## src/rtl/axi_wr_arbiter.sv

```systemverilog
`default_nettype none
// ============================================================================
//  Module      : axi_wr_arbiter
//  Description : Round-robin arbiter sharing one AXI4 write channel set
//                (AW/W/B) among NUM_MASTERS requesters. One transaction is
//                in flight at a time; the grant is held from AW acceptance
//                through the wlast beat to the B handshake. All channel
//                paths are combinational muxes off the registered grant.
//                Optional watchdog enabled by macro AXI_WR_ARB_TIMEOUT_EN
//                (adds timeout_err output and TIMEOUT_CYCLES parameter).
//  Revision    : 1.0 - initial release
// ============================================================================
module axi_wr_arbiter #(
    parameter int NUM_MASTERS = 4,
    parameter int DATA_WIDTH  = 32,
    parameter int ADDR_WIDTH  = 16,
    parameter int STRB_WIDTH  = DATA_WIDTH / 8,
    parameter int ID_WIDTH    = 8,
    parameter int IDX_W       = $clog2(NUM_MASTERS)
`ifdef AXI_WR_ARB_TIMEOUT_EN
    ,
    parameter int TIMEOUT_CYCLES = 1024
`endif
) (
    input  logic                              aclk,
    input  logic                              areset,
    // per-master AW
    input  logic [NUM_MASTERS-1:0]            s_awvalid,
    output logic [NUM_MASTERS-1:0]            s_awready,
    input  logic [NUM_MASTERS*ADDR_WIDTH-1:0] s_awaddr,
    input  logic [NUM_MASTERS*ID_WIDTH-1:0]   s_awid,
    input  logic [NUM_MASTERS*8-1:0]          s_awlen,
    input  logic [NUM_MASTERS*3-1:0]          s_awsize,
    input  logic [NUM_MASTERS*2-1:0]          s_awburst,
    // per-master W
    input  logic [NUM_MASTERS-1:0]            s_wvalid,
    output logic [NUM_MASTERS-1:0]            s_wready,
    input  logic [NUM_MASTERS-1:0]            s_wlast,
    input  logic [NUM_MASTERS*DATA_WIDTH-1:0] s_wdata,
    input  logic [NUM_MASTERS*STRB_WIDTH-1:0] s_wstrb,
    // per-master B (id/resp broadcast)
    output logic [NUM_MASTERS-1:0]            s_bvalid,
    input  logic [NUM_MASTERS-1:0]            s_bready,
    output logic [ID_WIDTH-1:0]               s_bid,
    output logic [1:0]                        s_bresp,
    // downstream AW
    output logic                              m_awvalid,
    input  logic                              m_awready,
    output logic [ADDR_WIDTH-1:0]             m_awaddr,
    output logic [ID_WIDTH-1:0]               m_awid,
    output logic [7:0]                        m_awlen,
    output logic [2:0]                        m_awsize,
    output logic [1:0]                        m_awburst,
    // downstream W
    output logic                              m_wvalid,
    input  logic                              m_wready,
    output logic [DATA_WIDTH-1:0]             m_wdata,
    output logic [STRB_WIDTH-1:0]             m_wstrb,
    output logic                              m_wlast,
    // downstream B
    input  logic                              m_bvalid,
    output logic                              m_bready,
    input  logic [ID_WIDTH-1:0]               m_bid,
    input  logic [1:0]                        m_bresp,
    // status
    output logic                              busy,
`ifdef AXI_WR_ARB_TIMEOUT_EN
    output logic                              timeout_err,
`endif
    output logic [IDX_W-1:0]                  grant_idx
);

    typedef enum logic [1:0] {
        IDLE = 2'd0,
        ADDR = 2'd1,
        DATA = 2'd2,
        RESP = 2'd3
    } state_t;

    // Master 0 wins the first arbitration after reset.
    localparam logic [IDX_W-1:0] c_LAST_GRANT_RST = IDX_W'(NUM_MASTERS - 1);

    state_t           state_q, state_d;
    logic [IDX_W-1:0] grant_q, grant_d;
    logic [IDX_W-1:0] last_grant_q, last_grant_d;

    logic             w_pick_found;
    logic [IDX_W-1:0] w_pick_idx;
    logic [IDX_W-1:0] w_cand;

    logic             w_aw_hs;
    logic             w_w_hs;
    logic             w_b_hs;

    // Round-robin search starting just above the last completed grant.
    always_comb begin
        w_pick_found = 1'b0;
        w_pick_idx   = '0;
        w_cand       = '0;
        for (int k = 1; k <= NUM_MASTERS; k++) begin
            w_cand = IDX_W'((32'(last_grant_q) + 32'(k)) % 32'(NUM_MASTERS));
            if (!w_pick_found && s_awvalid[w_cand]) begin
                w_pick_found = 1'b1;
                w_pick_idx   = w_cand;
            end
        end
    end

    // Handshake qualifiers for the granted master in the active phase.
    always_comb begin
        w_aw_hs = (state_q == ADDR) && s_awvalid[grant_q] && m_awready;
        w_w_hs  = (state_q == DATA) && s_wvalid[grant_q]  && m_wready;
        w_b_hs  = (state_q == RESP) && m_bvalid && s_bready[grant_q];
    end

    // Next-state logic and channel muxing; everything idles at zero.
    always_comb begin
        state_d      = state_q;
        grant_d      = grant_q;
        last_grant_d = last_grant_q;

        s_awready = '0;
        s_wready  = '0;
        s_bvalid  = '0;
        s_bid     = '0;
        s_bresp   = 2'b00;
        m_awvalid = 1'b0;
        m_awaddr  = '0;
        m_awid    = '0;
        m_awlen   = 8'd0;
        m_awsize  = 3'd0;
        m_awburst = 2'd0;
        m_wvalid  = 1'b0;
        m_wdata   = '0;
        m_wstrb   = '0;
        m_wlast   = 1'b0;
        m_bready  = 1'b0;

        unique case (state_q)
            IDLE: begin
                if (w_pick_found) begin
                    grant_d = w_pick_idx;
                    state_d = ADDR;
                end
            end
            ADDR: begin
                m_awvalid          = s_awvalid[grant_q];
                m_awaddr           = s_awaddr[grant_q*ADDR_WIDTH +: ADDR_WIDTH];
                m_awid             = s_awid[grant_q*ID_WIDTH +: ID_WIDTH];
                m_awlen            = s_awlen[grant_q*8 +: 8];
                m_awsize           = s_awsize[grant_q*3 +: 3];
                m_awburst          = s_awburst[grant_q*2 +: 2];
                s_awready[grant_q] = m_awready;
                if (w_aw_hs) begin
                    state_d = DATA;
                end
            end
            DATA: begin
                m_wvalid          = s_wvalid[grant_q];
                m_wdata           = s_wdata[grant_q*DATA_WIDTH +: DATA_WIDTH];
                m_wstrb           = s_wstrb[grant_q*STRB_WIDTH +: STRB_WIDTH];
                m_wlast           = s_wlast[grant_q];
                s_wready[grant_q] = m_wready;
                // wlast alone ends the burst; beat count is not tracked.
                if (w_w_hs && s_wlast[grant_q]) begin
                    state_d = RESP;
                end
            end
            RESP: begin
                s_bvalid[grant_q] = m_bvalid;
                m_bready          = s_bready[grant_q];
                s_bid             = m_bid;
                s_bresp           = m_bresp;
                if (w_b_hs) begin
                    last_grant_d = grant_q;
                    state_d      = IDLE;
                end
            end
            default: state_d = IDLE;
        endcase
    end

    // FSM and grant registers.
    always_ff @(posedge aclk or posedge areset) begin
        if (areset) begin
            state_q      <= IDLE;
            grant_q      <= '0;
            last_grant_q <= c_LAST_GRANT_RST;
        end else begin
            state_q      <= state_d;
            grant_q      <= grant_d;
            last_grant_q <= last_grant_d;
        end
    end

    assign busy      = (state_q != IDLE);
    assign grant_idx = grant_q;

`ifdef AXI_WR_ARB_TIMEOUT_EN
    logic [15:0] to_cnt_q, to_cnt_d;
    logic        timeout_err_q, timeout_err_d;

    // Stall counter: cleared by any handshake or while idle; error is sticky.
    always_comb begin
        to_cnt_d      = to_cnt_q;
        timeout_err_d = timeout_err_q;
        if ((state_q == IDLE) || w_aw_hs || w_w_hs || w_b_hs) begin
            to_cnt_d = '0;
        end else if (to_cnt_q != 16'hFFFF) begin
            to_cnt_d = to_cnt_q + 16'd1;
        end
        if (to_cnt_d == 16'(TIMEOUT_CYCLES)) begin
            timeout_err_d = 1'b1;
        end
    end

    // Watchdog registers.
    always_ff @(posedge aclk or posedge areset) begin
        if (areset) begin
            to_cnt_q      <= '0;
            timeout_err_q <= 1'b0;
        end else begin
            to_cnt_q      <= to_cnt_d;
            timeout_err_q <= timeout_err_d;
        end
    end

    assign timeout_err = timeout_err_q;
`endif

endmodule
`default_nettype wire

```

## config.mk

```make
export PLATFORM = sky130hd
export DESIGN_NAME = axi_wr_arbiter
export DESIGN_NICKNAME = d
export VERILOG_FILES = /design/src/rtl/axi_wr_arbiter.sv
export SDC_FILE = /design/constraint.sdc
export NUM_CORES = 1
export LEC_CHECK = 0
export ABC_AREA = 1
export CORE_AREA = 5 5 162 164
export CTS_CLUSTER_DIAMETER = 150
export CTS_CLUSTER_SIZE = 16
export DETAILED_ROUTE_END_ITERATION = 8
export DIE_AREA = 0 0 167 169
export PLACE_DENSITY = 0.57
export SLEW_MARGIN = 20
export SYNTH_ARGS = -nofsm -noshare
export SYNTH_HDL_FRONTEND = slang
export SYNTH_SLANG_ARGS = --single-unit
export TNS_END_PERCENT = 5
```

## constraint.sdc

```tcl
create_clock -name aclk -period 1.98 [get_ports aclk]
set_clock_uncertainty 0.15 [all_clocks]
set_input_delay 0.297 -clock aclk [delete_from_list [all_inputs] [get_ports aclk]]
set_output_delay 0.297 -clock aclk [all_outputs]
set_load 0.1 [all_outputs]
```

### Word-level counts from Yosys, hierarchy flattened

Index checks and enable logic that the tools add are counted.

| word-level totals | value |
|---|---|
| bits in registers | 6 |
| bits in latches | 0 |
| bits in writable memories | 0 |
| bits in read-only memories | 0 |
| input port bits | 323 |
| word-level logic and storage cells | 97 |
| memories | 0 |

| operators by class | value |
|---|---|
| $add $sub $neg | 4 |
| $mul | 1 |
| div/mod/pow operators | 0 |
| $lt $le $gt $ge | 6 |
| equal/unequal tests | 7 |
| shift-type cells | 7 |
| mux-type cells | 47 |
| bitwise gates (word level) | 3 |
| reductions and logical operators | 19 |

Operator list:

| kind | count |
|---|---|
| $shiftx A128 B8 Y32 | 1 |
| $shiftx A32 B6 Y8 | 2 |
| $shiftx A64 B7 Y16 | 1 |
| $mux W32 | 1 |
| $mux W8 | 3 |
| $mux W2 | 10 |
| $mux W1 | 17 |
| $bmux W1 S2 | 8 |
| $mux W16 | 1 |
| $mux W4 | 4 |
| $shiftx A16 B5 Y4 | 1 |
| $lt A2 B3 Y1 const B | 5 |
| $and A4 B4 Y4 | 3 |
| $shiftx A12 B5 Y3 | 1 |
| $logic_and A1 B1 Y1 | 11 |
| $pmux W2 S4 | 1 |
| $shiftx A8 B4 Y2 | 1 |
| $ne A2 B2 Y1 const B | 3 |
| $add A2 B1 Y2 const B | 2 |
| $add A2 B2 Y2 const B | 2 |
| $eq A2 B2 Y1 const B | 2 |
| $mul A2 B2 Y4 const B | 1 |
| $reduce_and A2 Y1 | 2 |
| $reduce_and A4 Y1 | 1 |
| other kinds (8) | 10 |

### Depth between registers and ports, before layout

| logic depth | value |
|---|---|
| word-level depth | 15 |
| mapped depth | 13 |
| mapped depth without buffers | 12 |

### Least setup slack after synthesis

No wires, ideal clock.

| path | value |
|---|---|
| path kind | reg-to-output |
| from | register grant_q[1] (netlist: grant_idx[1]) |
| to | output port m_bready |
| arrival | 3.512 ns |
| required time | 1.533 ns |
| setup slack | -1.979 ns |
| cell stages (with the launch flop) | 4 |
| buffers on the path | 1 |
| cells stage by stage | dfrtp_1 > buf_4 > nand2_1 > a21boi_0 |

| between the ends | value |
|---|---|
| longest elaborated chain between the ends | 3 |

RTL lines:

| what | RTL line | RTL |
|---|---|---|
| start: declaration | 84 | `logic [IDX_W-1:0] grant_q, grant_d;` |
| start signal: assignment | 191 | `grant_q <= grant_d;` |
| $bmux W1 S2 | 171 | `m_bready = s_bready[grant_q];` |
| $mux W1 (implied by the code) | 171 |  |
| $mux W1 | 139 | `unique case (state_q)` |
| end: declaration | 62 | `output logic m_bready,` |

No other way between the ends. The select of a mux whose other input is x is not followed.

### Final worst setup path

| path | value |
|---|---|
| from | register grant_q[0] (netlist: grant_idx[0]) |
| to | output port m_awlen[2] |

| between the ends | value |
|---|---|
| longest elaborated chain between the ends | 2 |

RTL lines:

| what | RTL line | RTL |
|---|---|---|
| $shiftx A32 B6 Y8 | 150 | `m_awlen = s_awlen[grant_q*8 +: 8];` |
| $mux W8 | 139 |  |
| end: declaration | 51 | `output logic [7:0] m_awlen,` |

No other way between the ends.

==> reports/metrics.cfg <==
[synthesis]
synth_fp_nets = 868
synthAdderAreaFrac_pct = 1.92
synth.top_cells.by_count = nand3_1, nand2_1, a31oi_1, a22oi_2, a22oi_1
synth_area_leaders = nand3_1, a22oi_2, a31oi_1
yosysSeqAreaShare_pct = 4.68
synth.most_common_cell = nand3_1
synth.area.mux_share_pct = 0
synth_top_family_by_area = simple AND/OR/NAND/NOR gates
syn_inst = 540
ys_seq_elements = 6
synthSimpleGateAreaFrac_pct = 39.9
synth_edf_count = 0
synth_xor_area_share_pct = 0
synth.distinct_cells = 26
syn_avg_cell_area_um2 = 6.05
synth_top_cell_area_share_pct = 24.1
netlist_area_um2 = 3260
synth-async-reset-ratio_pct = 100
yosysTopAreaCell = nand3_1
synth_ff_type = dfrtp_1
yosysWarnings = 0
synth-compound-area-share_pct = 38.2

[worst_setup_path]
critPathLaunchType = register
critPathBufInv = 5
cp_slowest_stage_delay_ns = 0.51
path_depth = 8
r2r_slack_ns = 0.09
worst-path-max-fanout = 16
reg2reg_depth = 13
r2r_start = grant_idx[0]
cp_data_arrival_time_ns = 1.82
startpoint = grant_idx[0]
cp_common_cell = buf_12
cp.required_ns = 1.53
r2r-end = state_q[0]
cp_top_family = buffers and inverters
end_kind = output pin
worstSetupPathType = register to output pin
worstSetupEndpoint = m_awlen[2]
crit_slowest_cell = dfrtp_4
critical_path.cell_chain = clkinv_4 -> nor2_4 -> buf_12 -> buf_12 -> buf_4 -> a22oi_2 -> a31oi_4 -> buf_12

[run]
cap_violations = 0

[timing]
fmaxAchievable_ghz = 0.442
timing.final.crit_share_pct = 114
worst_slack_ns = -0.285
rsz0062_at_grt = true
setup_viol = 86
drv_slew = 0
holdWs_ns = 0.152
hold_viol = 0
post-route-min-period_ns = 2.26
fin_tns_setup_ns = -18.16
tightest_slew_ns = 0.341
slew_headroom_pct = 77.3

[cells_and_area]
fin_nets = 1303
n_fill_cell = 2296
syn_to_final_growth_pct = 241
final_util_pct = 45.0
drive_gt1_share_pct = 38.6

[clock_tree]
htree_levels = 1
cts_sinks = 6
clk_path_buf_depth = 2
cts_tree = yes
clk_latency_ns = 0.23
clk_pin_slew_ns = 0.04
numCtsBuffers = 3
cts_root_buf = clkbuf_16

[die]
core_um2 = 24700
die_h_um = 169
row_count = 58
die-area_um2 = 28200
die_w_um = 167
io_pins = 425
start_util_pct = 13.2

[grt]
track_usage_pct = 18.1
grt_first_pass_wirelength_mm = 40.0
grt_max_degree = 38
antenna_found_initial = 1
overflow = 0
grt_pass1_vias = 6383

[route]
vias = 6071
ant_nets = 0
wl_per_cell_um = 21.0
drcViolationCount = 0
firstDrtPassIters = 4
drt_iter0_markers = 329
wirelength_mm = 27.5
avgViaCountPerCell = 4.65

[run_status]
status = finished with violations
violations = setup timing

[place]
dp_hpwl_mm = 21.4
routabilityCongestion = 0.908
post-place-ws_ns = -0.0796
io_buffer_count = 424

[power]
power.leakage_nw = 3.76
power_density_nw_per_um2 = 1700
totalPowerFinal_mw = 18.9
ir_drop_v = 0.00104

[hold_path]
min_path_type = input port to asynchronous set/reset pin

==> routing by layer <==
metal	vias to the layer above	track usage, %	wire [um]
met3	38	4.60	2000
met5	-	0	0
met1	2879	21.3	10600
met2	277	32.8	14200
met4	0	4.34	650
li1	2877	-	-
==> placed cells by master (no fill, tap or decap), types with 15 or more instances in the layout <==
cell / synthesis / final
a22oi_2: 40 / 66
a31oi_4: 0 / 73
buf_12: 0 / 127
buf_4: 11 / 30
clkdlybuf4s50_1: 0 / 322
inv_1: 29 / 26
nand2_1: 93 / 80
nand2_2: 7 / 18
nand3_1: 157 / 150
nor2_4: 2 / 15
==> sequential cells by signal (all words and copies together), names as in the netlist <==
register / flops
grant_idx: 2
state_q: 2
last_grant_q: 2
==> per-stage QoR <==
stage                     area [um^2]  cells
after floorplan                  4710    540
after CTS                       11100   1302
after global routing            11100   1305
final                           11100   1305
after global placement          10500   1286
after detailed placement        10500   1286
==> layout make-up <==
class,instances,area (um^2),share of cell area (%)
Sequential cell,6,160,1.44
Inverter,34,145,1.30
Tap cell,330,413,3.71
Antenna cell,1,2.50,0.0225
Clock buffer,4,78.8,0.708
Multi-Input combinational cell,438,4060,36.5
Timing Repair Buffer,492,6280,56.4
==> where the power goes <==
| group | leakage [nW] | switching (mW) | internal, mW |
|---|---|---|---|
| logic | 3.65 | 11.2 | 7.04 |
| clock network | 0.0382 | 0.0717 | 0.267 |
| registers | 0.0676 | 0.126 | 0.213 |
| total | 3.76 | 11.4 | 7.52 |
==> cell families (layout without fill, tap and decap cells) <==
kind of cell | count (synthesis) | after routing
AO/OA/AOI/OAI | 153 | 153
adder cells (fa/ha/maj) | 5 | 5
buffers and inverters | 96 | 530
flip-flops | 6 | 6
other | 0 | 1
AND/OR/NAND/NOR | 280 | 280
==> worst min-delay path by stage <==
stage | cells after the start | end | startpoint
floorplan | 1 | state_q[0] | areset
global placement | 2 | state_q[1] | state_q[1]
CTS | 2 | grant_idx[1] | areset
global route | 2 | grant_idx[1] | areset
finish | 2 | grant_idx[1] | areset
detailed placement | 2 | state_q[0] | state_q[0]
==> worst register-to-register path: cells and delay by family, from the launching register on <==
family	cells	cell delay, ns
buffers and inverters	4	0.42
flip-flops	1	0.51
AND/OR/NAND/NOR	9	0.73
==> what timing repair did <==
| action | 4_1_cts | 5_1_grt |
|---|---|---|
| gates cloned | 7 | 1 |
| endpoints found under the setup margin | 91 | 91 |
| hold buffers | 0 | 0 |
| pin swaps | 6 | 5 |
| gates resized for setup | 42 | 18 |
| buffers inserted | 5 | 2 |
(Power assumes the default switching activity.)
==> variant (config.mk and constraints unchanged) <==
Set the parameter `ID_WIDTH` to 6 (it was 8).
--- a/src/rtl/axi_wr_arbiter.sv
+++ b/src/rtl/axi_wr_arbiter.sv
@@ -17,3 +17,3 @@
     parameter int STRB_WIDTH  = DATA_WIDTH / 8,
-    parameter int ID_WIDTH    = 8,
+    parameter int ID_WIDTH    = 6,
     parameter int IDX_W       = $clog2(NUM_MASTERS)
Ports: changed (resized m_awid, m_bid, s_awid and s_bid); port bits go from 425 to 411. No check against the original RTL was run, so the function may have changed too.
==> variant against the original RTL <==
The flow still finishes with violations (negative setup slack). Final area decreased by 14%. Highest routed layer unchanged. Critical endpoint is now m_wdata[3]. Area after synthesis fell by 9.0%. Final cell count shrank 1.5%. Routed wire length fell by 3.8%. Synthesized cell count down 3.0%. Setup slack got worse by 55 ps. Combinational power is 13% lower. Power is 12% lower. Clock power increased by 4%. Sequential cell count stayed put. Maximum frequency fell by 2.4%.
==> variant: results (changes against the original RTL) <==
Nets -> 1275 (was 1303)
Number of global-route vias before repair -> 5926 (was 6383)
Synth Area in Compound Gates -> 34.6% (was 38.2%)
Crit-path leading delay family -> buffers and inverters (unchanged)
Reg2Reg Setup Slack -> -30 ps (was 90 ps)
CP peak stage delay -> 460 ps (was 510 ps)
R2R depth -> 14 (was 13)
Power Internal -> 0.00663 W (was 0.00752 W)
Port bufs -> 410 (was 424)
Synth async-reset ratio -> 100% (unchanged)
Leak -> 3.61 nW (was 3.76 nW)
Top post-synthesis cells by count -> nand3_1, nand2_1, a22oi_1, a31oi_1, buf_2 (was nand3_1, nand2_1, a31oi_1, a22oi_2, a22oi_1)
DRT Wirelength -> 26.4 mm (was 27.5 mm)
Overall routing resource usage -> 15.9% (was 18.1%)
Final setup margin -> -339 ps (was -285 ps)
Arrival time worst endpoint -> 1870 ps (was 1820 ps)
Gp weighted congestion -> 0.901 (was 0.908)
Ys Warns -> 0 (unchanged)
Crit Reg-Reg Endpoint -> state_q[0] (unchanged)
Net Count, Synth -> 842 (was 868)
Fin cells -> 1286 (was 1305)
Number of diodes -> 0 (was 1)
Clock tree buffer depth -> 2 (unchanged)
Slowest library cell on the worst path -> dfrtp_4 (unchanged)
TritonCTS buffer count -> 3 (unchanged)
Syn Area/Cell -> 5.67 sq um (was 6.05 sq um)
Mux cell area share after synthesis -> 0% (unchanged)
Placement Cell Area -> 8880 sq um (was 10500 sq um)
Comb power -> 0.0159 W (was 0.0183 W)
Synth unique cells -> 26 (unchanged)
DR pass1 iterations -> 5 (was 4)
Hpwl dp -> 19.4 mm (was 21.4 mm)
Worst hold path class -> in2async (unchanged)
Setup violations, final -> 89 (was 86)
Measured slew at the worst slew-check pin -> 281 ps (was 341 ps)
H-tree levels -> 1 (unchanged)
Seq/Total Area, Yosys -> 5.14% (was 4.68%)
Initial antenna violation count -> 0 (was 1)
Iteration-0 DRC Markers -> 331 (was 329)
Sequential Power Share -> 2.0% (was 1.8%)
Layout cell share with drive strength beyond 1 -> 27.4% (was 38.6%)
Crit. Startpoint -> grant_idx[0] (unchanged)
Status -> finished, violations left (unchanged)
Vias per inst -> 4.60 (was 4.65)
Violated checks -> negative setup slack (unchanged)
Worst vdd ir -> 0.904 mV (was 1.04 mV)
Maximum fanout along the worst path -> 6 (was 16)
Post-Synth Adder-Cell Area -> 2.11% (was 1.92%)
XOR/XNOR Fraction of Synth Area -> 0% (unchanged)
Largest net degree at the start of global routing -> 41 (was 38)
First-pass GRT wire length -> 35.2 mm (was 40.0 mm)
Worst Setup EP -> m_wdata[3] (was m_awlen[2])
Synth area leaders -> nand3_1, a22oi_1, a31oi_1 (was nand3_1, a22oi_2, a31oi_1)
[variant: changes by cell type after synthesis, sizes merged]
cell | before | now
clkinv | 0 | 1
inv | 34 | 31
nand3 | 158 | 153
a22oi | 73 | 71
buf | 45 | 49
a31oi | 73 | 71
nand2 | 100 | 99
clkbuf | 17 | 9
[variant: cell type report]
| cell class | instances | area [sq um] |
|---|---|---|
| Fill cell | 2499 | 15100 |
| Timing Repair Buffer | 486 | 6130 |
| Multi-Input combinational cell | 428 | 2720 |
| Tap cell | 330 | 413 |
| Sequential cell | 6 | 160 |
| Inverter | 32 | 135 |
| Clock buffer | 4 | 78.8 |
[variant: timing repair]
action | CTS | global route
buffers inserted | 4 | 4
gates resized for setup | 34 | 26
pin swaps | 7 | 10
setup endpoints to repair | 87 | 89
gates cloned | 2 | 11
[variant: metal layers]
metal	part of all wire [%]	global-route usage, %	up-vias
li1	-	-	2807
met5	0	0	-
met1	38	18.1	2731
met3	8.7	4.13	50
met4	3.6	6.40	0
met2	50	28.3	328
[variant: per-stage QoR]
stage	total power, W	setup TNS, ps	setup WS, ps	hold slack, ps
2_1_floorplan	0.00895	-106160	-1330	-63.5
3_3_place_gp	0.0147	-846	-93.9	374
3_5_place_dp	0.0148	-993	-84.4	387
4_1_cts	0.0157	-21000	-329	147
5_1_grt	0.0174	-28690	-394	175
6_report	0.0166	-22310	-339	139
[variant: cells by family (layout without fill, tap and decap cells)]
| logic type | count (synthesis) | count (layout) |
|---|---|---|
| adders and majority gates | 5 | 5 |
| and+or+nand+nor | 274 | 274 |
| AOI/OAI and AO/OA | 149 | 149 |
| buffers and inverters | 90 | 522 |
| DFF | 6 | 6 |
